--- config.mk ---
export PLATFORM = sky130hd
export DESIGN_NAME = seg_scan_driver_flat
export DESIGN_NICKNAME = d
export VERILOG_FILES = /design/src/rtl/seg_scan_driver_if.sv /design/src/rtl/seg_scan_driver.sv /design/src/flat_wrapper.sv
export SDC_FILE = /design/constraint.sdc
export NUM_CORES = 1
export LEC_CHECK = 0
export BUFFER_PORTS_ARGS = -buffer_cell sky130_fd_sc_hd__buf_4
export CAP_MARGIN = 20
export CORE_UTILIZATION = 25
export CTS_CLUSTER_SIZE = 12
export DETAILED_ROUTE_END_ITERATION = 16
export SETUP_SLACK_MARGIN = 0.1
export SYNTH_ARGS = -nofsm -noshare
export SYNTH_HDL_FRONTEND = slang
export SYNTH_SLANG_ARGS = --single-unit
--- constraint.sdc ---
create_clock -name clk -period 4.3 [get_ports clk]
set_clock_uncertainty 0.05 [all_clocks]
set_input_delay 0.43 -clock clk [delete_from_list [all_inputs] [get_ports clk]]
set_output_delay 0.43 -clock clk [all_outputs]
set_load 0.005 [all_outputs]
--- src/rtl/seg_scan_driver_if.sv ---
// seg_scan_driver_if: bundles the per-digit pattern inputs and the scanned
// pin outputs of seg_scan_driver.
//   master : pattern source (clock core / testbench); drives the patterns
//            and observes the pins
//   slave  : seg_scan_driver
// Signals: segments_in, digit_enable, brightness (master->slave);
//          led_segments, led_enable_mask, frame_start, current_digit
//          (slave->master).
// Optional: SEG_SCAN_LAMP_TEST_EN adds lamp_test (master->slave).
interface seg_scan_driver_if #(
  parameter int DIGITS      = 6,
  parameter int SEG_WIDTH   = 8,
  parameter int BRIGHT_BITS = 4
);
  localparam int DW = $clog2(DIGITS);

  logic [DIGITS*SEG_WIDTH-1:0] segments_in;
  logic [DIGITS-1:0]           digit_enable;
  logic [BRIGHT_BITS-1:0]      brightness;
`ifdef SEG_SCAN_LAMP_TEST_EN
  logic                        lamp_test;
`endif
  logic [SEG_WIDTH-1:0]        led_segments;
  logic [DIGITS-1:0]           led_enable_mask;
  logic                        frame_start;
  logic [DW-1:0]               current_digit;

  modport master (
`ifdef SEG_SCAN_LAMP_TEST_EN
    output lamp_test,
`endif
    output segments_in, digit_enable, brightness,
    input  led_segments, led_enable_mask, frame_start, current_digit
  );

  modport slave (
`ifdef SEG_SCAN_LAMP_TEST_EN
    input  lamp_test,
`endif
    input  segments_in, digit_enable, brightness,
    output led_segments, led_enable_mask, frame_start, current_digit
  );
endinterface

--- src/rtl/seg_scan_driver.sv ---
// seg_scan_driver: time-multiplexed N-digit 7-segment scanner.
// Each digit gets a slot of SLOT_CYCLES clocks: BLANK_CYCLES all-off cycles
// (ghost suppression) followed by an ON window where the digit enable is
// PWM-gated by a BRIGHT_BITS brightness code. Inputs are captured once per
// frame into a shadow so a frame never tears.
// Ports:
//   clk, rst_n : clock, async active-low reset
//   bus        : seg_scan_driver_if.slave (patterns in, pins out)
// Optional feature macro: SEG_SCAN_LAMP_TEST_EN (adds bus.lamp_test; when
// latched high every ON cycle lights all segments of the scanned digit).
module seg_scan_driver #(
  parameter int CLK_RATE_HZ    = 100_000_000,
  parameter int DIGITS         = 6,
  parameter int SEG_WIDTH      = 8,
  parameter int REFRESH_HZ     = 200,
  parameter int BLANK_CYCLES   = 64,
  parameter int BRIGHT_BITS    = 4,
  parameter bit SEG_ACTIVE_LOW = 1'b0,
  parameter bit EN_ACTIVE_LOW  = 1'b0
) (
  input  logic              clk,
  input  logic              rst_n,
  seg_scan_driver_if.slave  bus
);
  localparam int SLOT_CYCLES = CLK_RATE_HZ / (REFRESH_HZ * DIGITS);
  localparam int SW = $clog2(SLOT_CYCLES);
  localparam int DW = $clog2(DIGITS);
  localparam logic [SW-1:0]          BLANK_S  = SW'(BLANK_CYCLES);
  localparam logic [SW-1:0]          SLOT_END = SW'(SLOT_CYCLES - 1);
  localparam logic [DW-1:0]          DIG_END  = DW'(DIGITS - 1);
  localparam logic [BRIGHT_BITS-1:0] BR_FULL  = '1;
  localparam logic [SEG_WIDTH-1:0]   SEG_OFF  = {SEG_WIDTH{SEG_ACTIVE_LOW}};
  localparam logic [DIGITS-1:0]      EN_OFF   = {DIGITS{EN_ACTIVE_LOW}};

  generate
    if (DIGITS < 2) begin : g_bad_digits
      $error("seg_scan_driver: DIGITS must be >= 2");
    end
    if (SLOT_CYCLES <= BLANK_CYCLES + (1 << BRIGHT_BITS)) begin : g_bad_slot
      $error("seg_scan_driver: slot too short for blank + one PWM period");
    end
  endgenerate

  typedef struct packed {
    logic [DIGITS-1:0][SEG_WIDTH-1:0] seg;
    logic [DIGITS-1:0]                en;
    logic [BRIGHT_BITS-1:0]           br;
`ifdef SEG_SCAN_LAMP_TEST_EN
    logic                             lamp;
`endif
  } frame_t;

  logic [SW-1:0]          s;
  logic [DW-1:0]          d;
  frame_t                 shadow, live, cur;
  logic                   frame_begin;
  logic                   in_on, pwm_on, sel_on;
  logic [BRIGHT_BITS-1:0] p;
  logic [SEG_WIDTH-1:0]   seg_lit, seg_nxt;
  logic [DIGITS-1:0]      mask_act;
  logic [SEG_WIDTH-1:0]   seg_q;
  logic [DIGITS-1:0]      mask_q;
  logic                   fs_q;
  logic [DW-1:0]          cd_q;

  assign live.seg = bus.segments_in;
  assign live.en  = bus.digit_enable;
  assign live.br  = bus.brightness;
`ifdef SEG_SCAN_LAMP_TEST_EN
  assign live.lamp = bus.lamp_test;
`endif

  // Frame cycle 0 is emitted on the same edge that captures the shadow, so
  // that cycle has to look at the live inputs rather than the stale shadow.
  assign frame_begin = (s == '0) && (d == '0);
  assign cur         = frame_begin ? live : shadow;

  assign in_on  = (s >= BLANK_S);
  assign p      = BRIGHT_BITS'(s - BLANK_S);
  assign pwm_on = (p < cur.br) || (cur.br == BR_FULL);

  always_comb begin
    seg_lit = cur.seg[d];
    sel_on  = cur.en[d] && pwm_on;
`ifdef SEG_SCAN_LAMP_TEST_EN
    if (cur.lamp) begin
      seg_lit = '1;
      sel_on  = 1'b1;
    end
`endif
  end

  // Segments stay driven through the ON window even when the digit is
  // gated off; only the enable carries brightness/disable.
  assign seg_nxt = in_on ? seg_lit : '0;

  genvar gi;
  generate
    for (gi = 0; gi < DIGITS; gi++) begin : g_lane
      assign mask_act[gi] = in_on && sel_on && (d == DW'(gi));
    end
  endgenerate

  always_ff @(posedge clk or negedge rst_n) begin
    if (!rst_n) begin
      s      <= '0;
      d      <= '0;
      shadow <= '0;
      seg_q  <= SEG_OFF;
      mask_q <= EN_OFF;
      fs_q   <= 1'b0;
      cd_q   <= '0;
    end else begin
      if (frame_begin) shadow <= live;
      seg_q  <= seg_nxt ^ SEG_OFF;
      mask_q <= mask_act ^ EN_OFF;
      fs_q   <= frame_begin;
      cd_q   <= d;
      if (s == SLOT_END) begin
        s <= '0;
        d <= (d == DIG_END) ? '0 : d + DW'(1);
      end else begin
        s <= s + SW'(1);
      end
    end
  end

  assign bus.led_segments    = seg_q;
  assign bus.led_enable_mask = mask_q;
  assign bus.frame_start     = fs_q;
  assign bus.current_digit   = cd_q;
endmodule

--- src/flat_wrapper.sv ---
// flat-port wrapper written by rule: the top's interface ports become plain ports
module seg_scan_driver_flat 
#(
  parameter int CLK_RATE_HZ    = 100_000_000,
  parameter int DIGITS         = 6,
  parameter int SEG_WIDTH      = 8,
  parameter int REFRESH_HZ     = 200,
  parameter int BLANK_CYCLES   = 64,
  parameter int BRIGHT_BITS    = 4,
  parameter bit SEG_ACTIVE_LOW = 1'b0,
  parameter bit EN_ACTIVE_LOW  = 1'b0
)
  (clk, rst_n, bus_segments_in, bus_digit_enable, bus_brightness, bus_led_segments, bus_led_enable_mask, bus_frame_start, bus_current_digit);
  seg_scan_driver_if #(.DIGITS(DIGITS), .SEG_WIDTH(SEG_WIDTH), .BRIGHT_BITS(BRIGHT_BITS)) bus_i ();
  input  logic clk;
  input  logic rst_n;
  input wire logic [$bits(bus_i.segments_in)-1:0] bus_segments_in;
  input wire logic [$bits(bus_i.digit_enable)-1:0] bus_digit_enable;
  input wire logic [$bits(bus_i.brightness)-1:0] bus_brightness;
  output wire logic [$bits(bus_i.led_segments)-1:0] bus_led_segments;
  output wire logic [$bits(bus_i.led_enable_mask)-1:0] bus_led_enable_mask;
  output wire logic [$bits(bus_i.frame_start)-1:0] bus_frame_start;
  output wire logic [$bits(bus_i.current_digit)-1:0] bus_current_digit;
  assign bus_i.segments_in = bus_segments_in;
  assign bus_i.digit_enable = bus_digit_enable;
  assign bus_i.brightness = bus_brightness;
  assign bus_led_segments = bus_i.led_segments;
  assign bus_led_enable_mask = bus_i.led_enable_mask;
  assign bus_frame_start = bus_i.frame_start;
  assign bus_current_digit = bus_i.current_digit;
  seg_scan_driver #(.CLK_RATE_HZ(CLK_RATE_HZ), .DIGITS(DIGITS), .SEG_WIDTH(SEG_WIDTH), .REFRESH_HZ(REFRESH_HZ), .BLANK_CYCLES(BLANK_CYCLES), .BRIGHT_BITS(BRIGHT_BITS), .SEG_ACTIVE_LOW(SEG_ACTIVE_LOW), .EN_ACTIVE_LOW(EN_ACTIVE_LOW)) u_core (.clk(clk), .rst_n(rst_n), .bus(bus_i));
endmodule
---- Yosys cells after proc, flatten, opt, wreduce, memory -nomap -nowiden ----
Cells that the tools add are included.
storage, ports and cells
  word-level logic and storage cells ...... 47
  flip-flop bits (word level) ............. 96
  input port bits ......................... 60
operators by class
  eq/ne operators ......................... 7
  reduce and logical (&&, ||, !) cells .... 12
  $add $sub $neg .......................... 3
  $lt $le $gt $ge ......................... 3
  multiplexer cells ....................... 8
operators by type and width
  kind                                                                 number
  2-to-1 mux 58 bit                                                    1
  binary-select mux 8 bit (select 3 bit)                               1
  adder 17 x 1 -> 17 bit (second input constant)                       1
  equality test 17 bit (second input constant)                         1
  greater-or-equal comparator 17 x 7 -> 1 bit (second input constant)  1
  logical NOT 17 bit                                                   1
  2-to-1 mux 17 bit                                                    1
  2-to-1 mux 8 bit                                                     2
  logical AND 1 bit                                                    9
  equality test 3 x 2 -> 1 bit (second input constant)                 2
  equality test 3 bit (second input constant)                          2
  equality test 4 bit (second input constant)                          1
  less-than comparator 3 x 4 -> 1 bit (second input constant)          1
  less-than comparator 4 bit                                           1
  subtractor 4 x 1 -> 4 bit (second input constant)                    1
  adder 3 x 1 -> 3 bit (second input constant)                         1
  binary-select mux 1 bit (select 3 bit)                               1
  equality test 3 x 1 -> 1 bit (second input constant)                 1
  logical NOT 3 bit                                                    1
  2-to-1 mux 3 bit                                                     1
  logical OR 1 bit                                                     1
  2-to-1 mux 1 bit                                                     1

---- Longest topological paths before layout ----
  word-level depth ........................ 8
  depth in mapped cells ................... 14

---- Worst setup path before layout ----
No wires, ideal clock.
  kind .................................... register to register
  start ................................... register u_core.s[0]
  end ..................................... register u_core.mask_q[3] (netlist: u_core.bus.led_enable_mask[3])
  period minus slack after synthesis ...... 3497 ps
  required time ........................... 4164 ps
  arrival time ............................ 3361 ps
  setup time .............................. 86 ps
  setup slack ............................. 803 ps
  cell stages (with the launch flop) ...... 15
  cell sequence ........................... dfrtp_1 inv_1 ha_1 or4b_4 nor4_4 and2_1 buf_6 buf_4 mux2_2 inv_1 ha_1 a311oi_1 a21boi_0 o31ai_4 nor3_1
RTL lines
  what                      line                    text
  start: declaration        seg_scan_driver.sv:53   logic [SW-1:0] s;
  start signal: assignment  seg_scan_driver.sv:123  s <= s + SW'(1);
  end signal: assignment    seg_scan_driver.sv:116  mask_q <= mask_act ^ EN_OFF;
  end: declaration          seg_scan_driver.sv:62   logic [DIGITS-1:0] mask_q;

==> metrics.yaml <==
outcome:
  status: "completed"
power:
  static-leakage-power_nw: 2.36
  vdd_ir_drop_max_v: 0.000219
  powerDensity_mw_per_mm2: 338
sta:
  fin_tns_setup_ns: 0
  worstMarginPinSlew_ns: 0.901
  fmax_ghz: 0.281
  min_period_over_period_pct: 82.9
  drv_slew: 0
  grt_setup_unrepaired: "no"
  finalCriticalPeriod_ns: 3.56
  relSlewSlack_pct: 39.9
  hold_violations: 0
  setup_violations: 0
hold_path:
  hold_class: "input port to async pin"
setup_path:
  worstPathRequired_ns: 4.49
  start_kind: "register"
  critPathCaptureType: "register"
  path_cells: "inv_1 > ha_1 > or4b_4 > nor4_4 > and2_2 > mux2_2 > inv_1 > ha_1 > a311oi_1 > a21boi_0 > o31ai_4 > nor3_1"
  cpMaxStageDelayCell: "or4b_4"
  cp_max_fo: 6
  arrival_ns: 3.75
  critPathMaxStageDelay_ns: 0.48
  setup.worst_path.class: "register to register"
clock_network:
  clk_pin_slew_ns: 0.07
  cts.sinks: 96
  postCtsHoldBufs: 0
  cts_htree_levels: 3
  cts_buffer_depth: 2
  cts_root_buffer: "clkbuf_16"
  cts_made_buffers: 9
  cts_resized: 0
  cts_setup_buffers: 0
  clkLatencyLatePin_ns: 0.34
  cts_tree: "built"
final_layout:
  stdcell_count: 651
  area_delta_synth_final_pct: 24.3
  fin_nets: 491
  drive_gt1_share_pct: 39.2
  diodes: 0
yosys:
  netlist_area_mm2: 0.00436
  syn_inst: 349
  synth.top_cell.area_share_pct: 55.1
  ys_seq_area_share_pct: 55.1
  synthTopCellsByArea: "dfrtp_1, mux2_2, o211ai_1"
  yosys_warnings: 0
  synth.largest_area_cell: "dfrtp_1"
  ys_types: 40
  syn_area_per_cell_um2: 12.5
  synth_nets: 414
  ys_seq_elements: 96
routing:
  routed_wl_mm: 10.4
  dr.first_iter.drc_count: 168
  dr.pass1.iters: 5
  antenna_left: 0
  viasPerCell: 4.54
  vias: 2953
  route.detailed.drc: 0
  avgRoutedWirePerCell_um: 15.9
placement:
  hpwl_mm: 7.36
  placed_cells: 634
  place_congestion: 0.774
  port_buffers: 77
floorplanning:
  core_area_mm2: 0.0168
  start_util_pct: 25.9
  die_h_um: 134
  num_io_pins: 78
  die_w_um: 134
  std_cell_rows: 47
  dieArea_mm2: 0.0180
grt:
  grt_overflow: 0
  grt_max_degree: 71
  antenna_found_initial: 0
  grt_pass1_wl_mm: 16.8
  grt_usage_pct: 12.3
  grt_pass1_vias: 3158
job:
  maxCapViolations: 0
==> area by class of cell <==
cell class              instances  area, um2
inverters                      11       41.3
clock inverters                 6       60.1
flip-flops and latches         96       2400
repair buffers                 82        616
multi-input cells             226       1790
fillers                      1723      11400
well taps                     220        275
clock buffers                  10        229
==> synthesized netlist by cell type, drive strengths merged <==
master,number
inv,11
and4,2
nand4,9
a311oi,1
or4b,1
a31o,1
nand2,19
xnor2,7
nor3b,1
o21a,2
nand3,5
a21boi,1
mux2,56
ha,5
a221oi,1
and2,2
nor2,25
o31ai,1
o21ai,16
buf,8
xor2,9
mux4,5
nor3,9
clkbuf,8
a31oi,1
and3,3
dfrtp,96
mux2i,3
o21bai,4
or2,4
nor2b,1
a21oi,6
nand2b,6
o211ai,16
nor4,4
==> routing by layer <==
metal / routed length [um] / part of all wire [%] / vias to the layer above / global-route usage (%)
li1: - / - / 1392 / -
met1: 4870 / 47 / 1485 / 15.7
met2: 4990 / 48 / 67 / 20.1
met3: 319 / 3.1 / 9 / 2.53
met4: 176 / 1.7 / 0 / 5.56
met5: 0 / 0 / - / 0
==> critical path: cells and delay by family (launching register included) <==
kind / cells / cell delay (ns)
and+or+nand+nor: 4 / 1.22
AOI/OAI and AO/OA: 3 / 0.85
DFF: 1 / 0.43
adders and majority gates: 2 / 0.39
muxes: 1 / 0.35
buffers and inverters: 2 / 0.17
==> power breakdown <==
part	switching [mW]	internal (mW)	leakage, nW
Sequential	0.0122	0.931	1.19
Clock	0.337	0.448	0.138
Combinational	0.0443	0.0621	1.03
Total	0.393	1.44	2.36
==> flip-flops by register name, summed over array words and instances (netlist names) <==
signal,flops
u_core.d,3
u_core.bus.frame_start,1
u_core.bus.led_segments,8
u_core.shadow,58
u_core.s,17
u_core.bus.led_enable_mask,6
u_core.bus.current_digit,3
==> layout by cell type (no fill, tap or decap), drive strengths merged, types with 4 or more instances in the layout <==
| master | Yosys | layout |
|---|---|---|
| xor2 | 9 | 9 |
| nand3 | 5 | 5 |
| nor4 | 4 | 4 |
| xnor2 | 7 | 7 |
| dfrtp | 96 | 96 |
| o21ai | 16 | 16 |
| mux2 | 56 | 56 |
| o211ai | 16 | 16 |
| buf | 8 | 81 |
| nand2b | 6 | 6 |
| or2 | 4 | 4 |
| nor3 | 9 | 9 |
| nand4 | 9 | 9 |
| o21bai | 4 | 4 |
| inv | 11 | 11 |
| clkbuf | 8 | 11 |
| mux4 | 5 | 5 |
| ha | 5 | 5 |
| nand2 | 19 | 19 |
| nor2 | 25 | 25 |
| a21oi | 6 | 6 |
==> stage by stage <==
stage	util [%]	setup slack [ns]	total power, mW	hold slack, ns	cell area [um2]
finish	32.2	0.737	1.83	0.145	5420
global route	32.2	0.555	1.92	0.217	5420
CTS	32.2	0.733	1.86	0.196	5410
detailed placement	30.4	0.797	1.07	0.434	5120
global placement	30.4	0.946	1.06	0.431	5120
floorplan	-	0.803	0.994	0.0844	4360
==> cell families after synthesis <==
family | Yosys count | synth area share (%)
buf+inv | 27 | 3.76
simple gates | 91 | 10.8
fa+ha+maj | 5 | 1.44
flops | 96 | 55.1
mux | 64 | 17.8
compound gates | 50 | 7.86
xor+xnor | 16 | 3.21
==> worst paths after layout <==
check | to | depth (start not counted) | slack, ns | start
setup / recovery | u_core.bus.led_enable_mask[3] | 12 | 0.74 | u_core.s[0]
hold / removal | u_core.bus.frame_start | 1 | 0.15 | rst_n
setup reg to reg | u_core.bus.led_enable_mask[3] | 12 | 0.74 | u_core.s[0]
hold reg to reg | u_core.shadow[27] | 1 | 0.45 | u_core.shadow[27]
max in group asynchronous | u_core.d[2] | 2 | 3.12 | rst_n
min in group clk | u_core.shadow[55] | 2 | 0.26 | bus_segments_in[45]
Power figures use the tool's default switching activity.
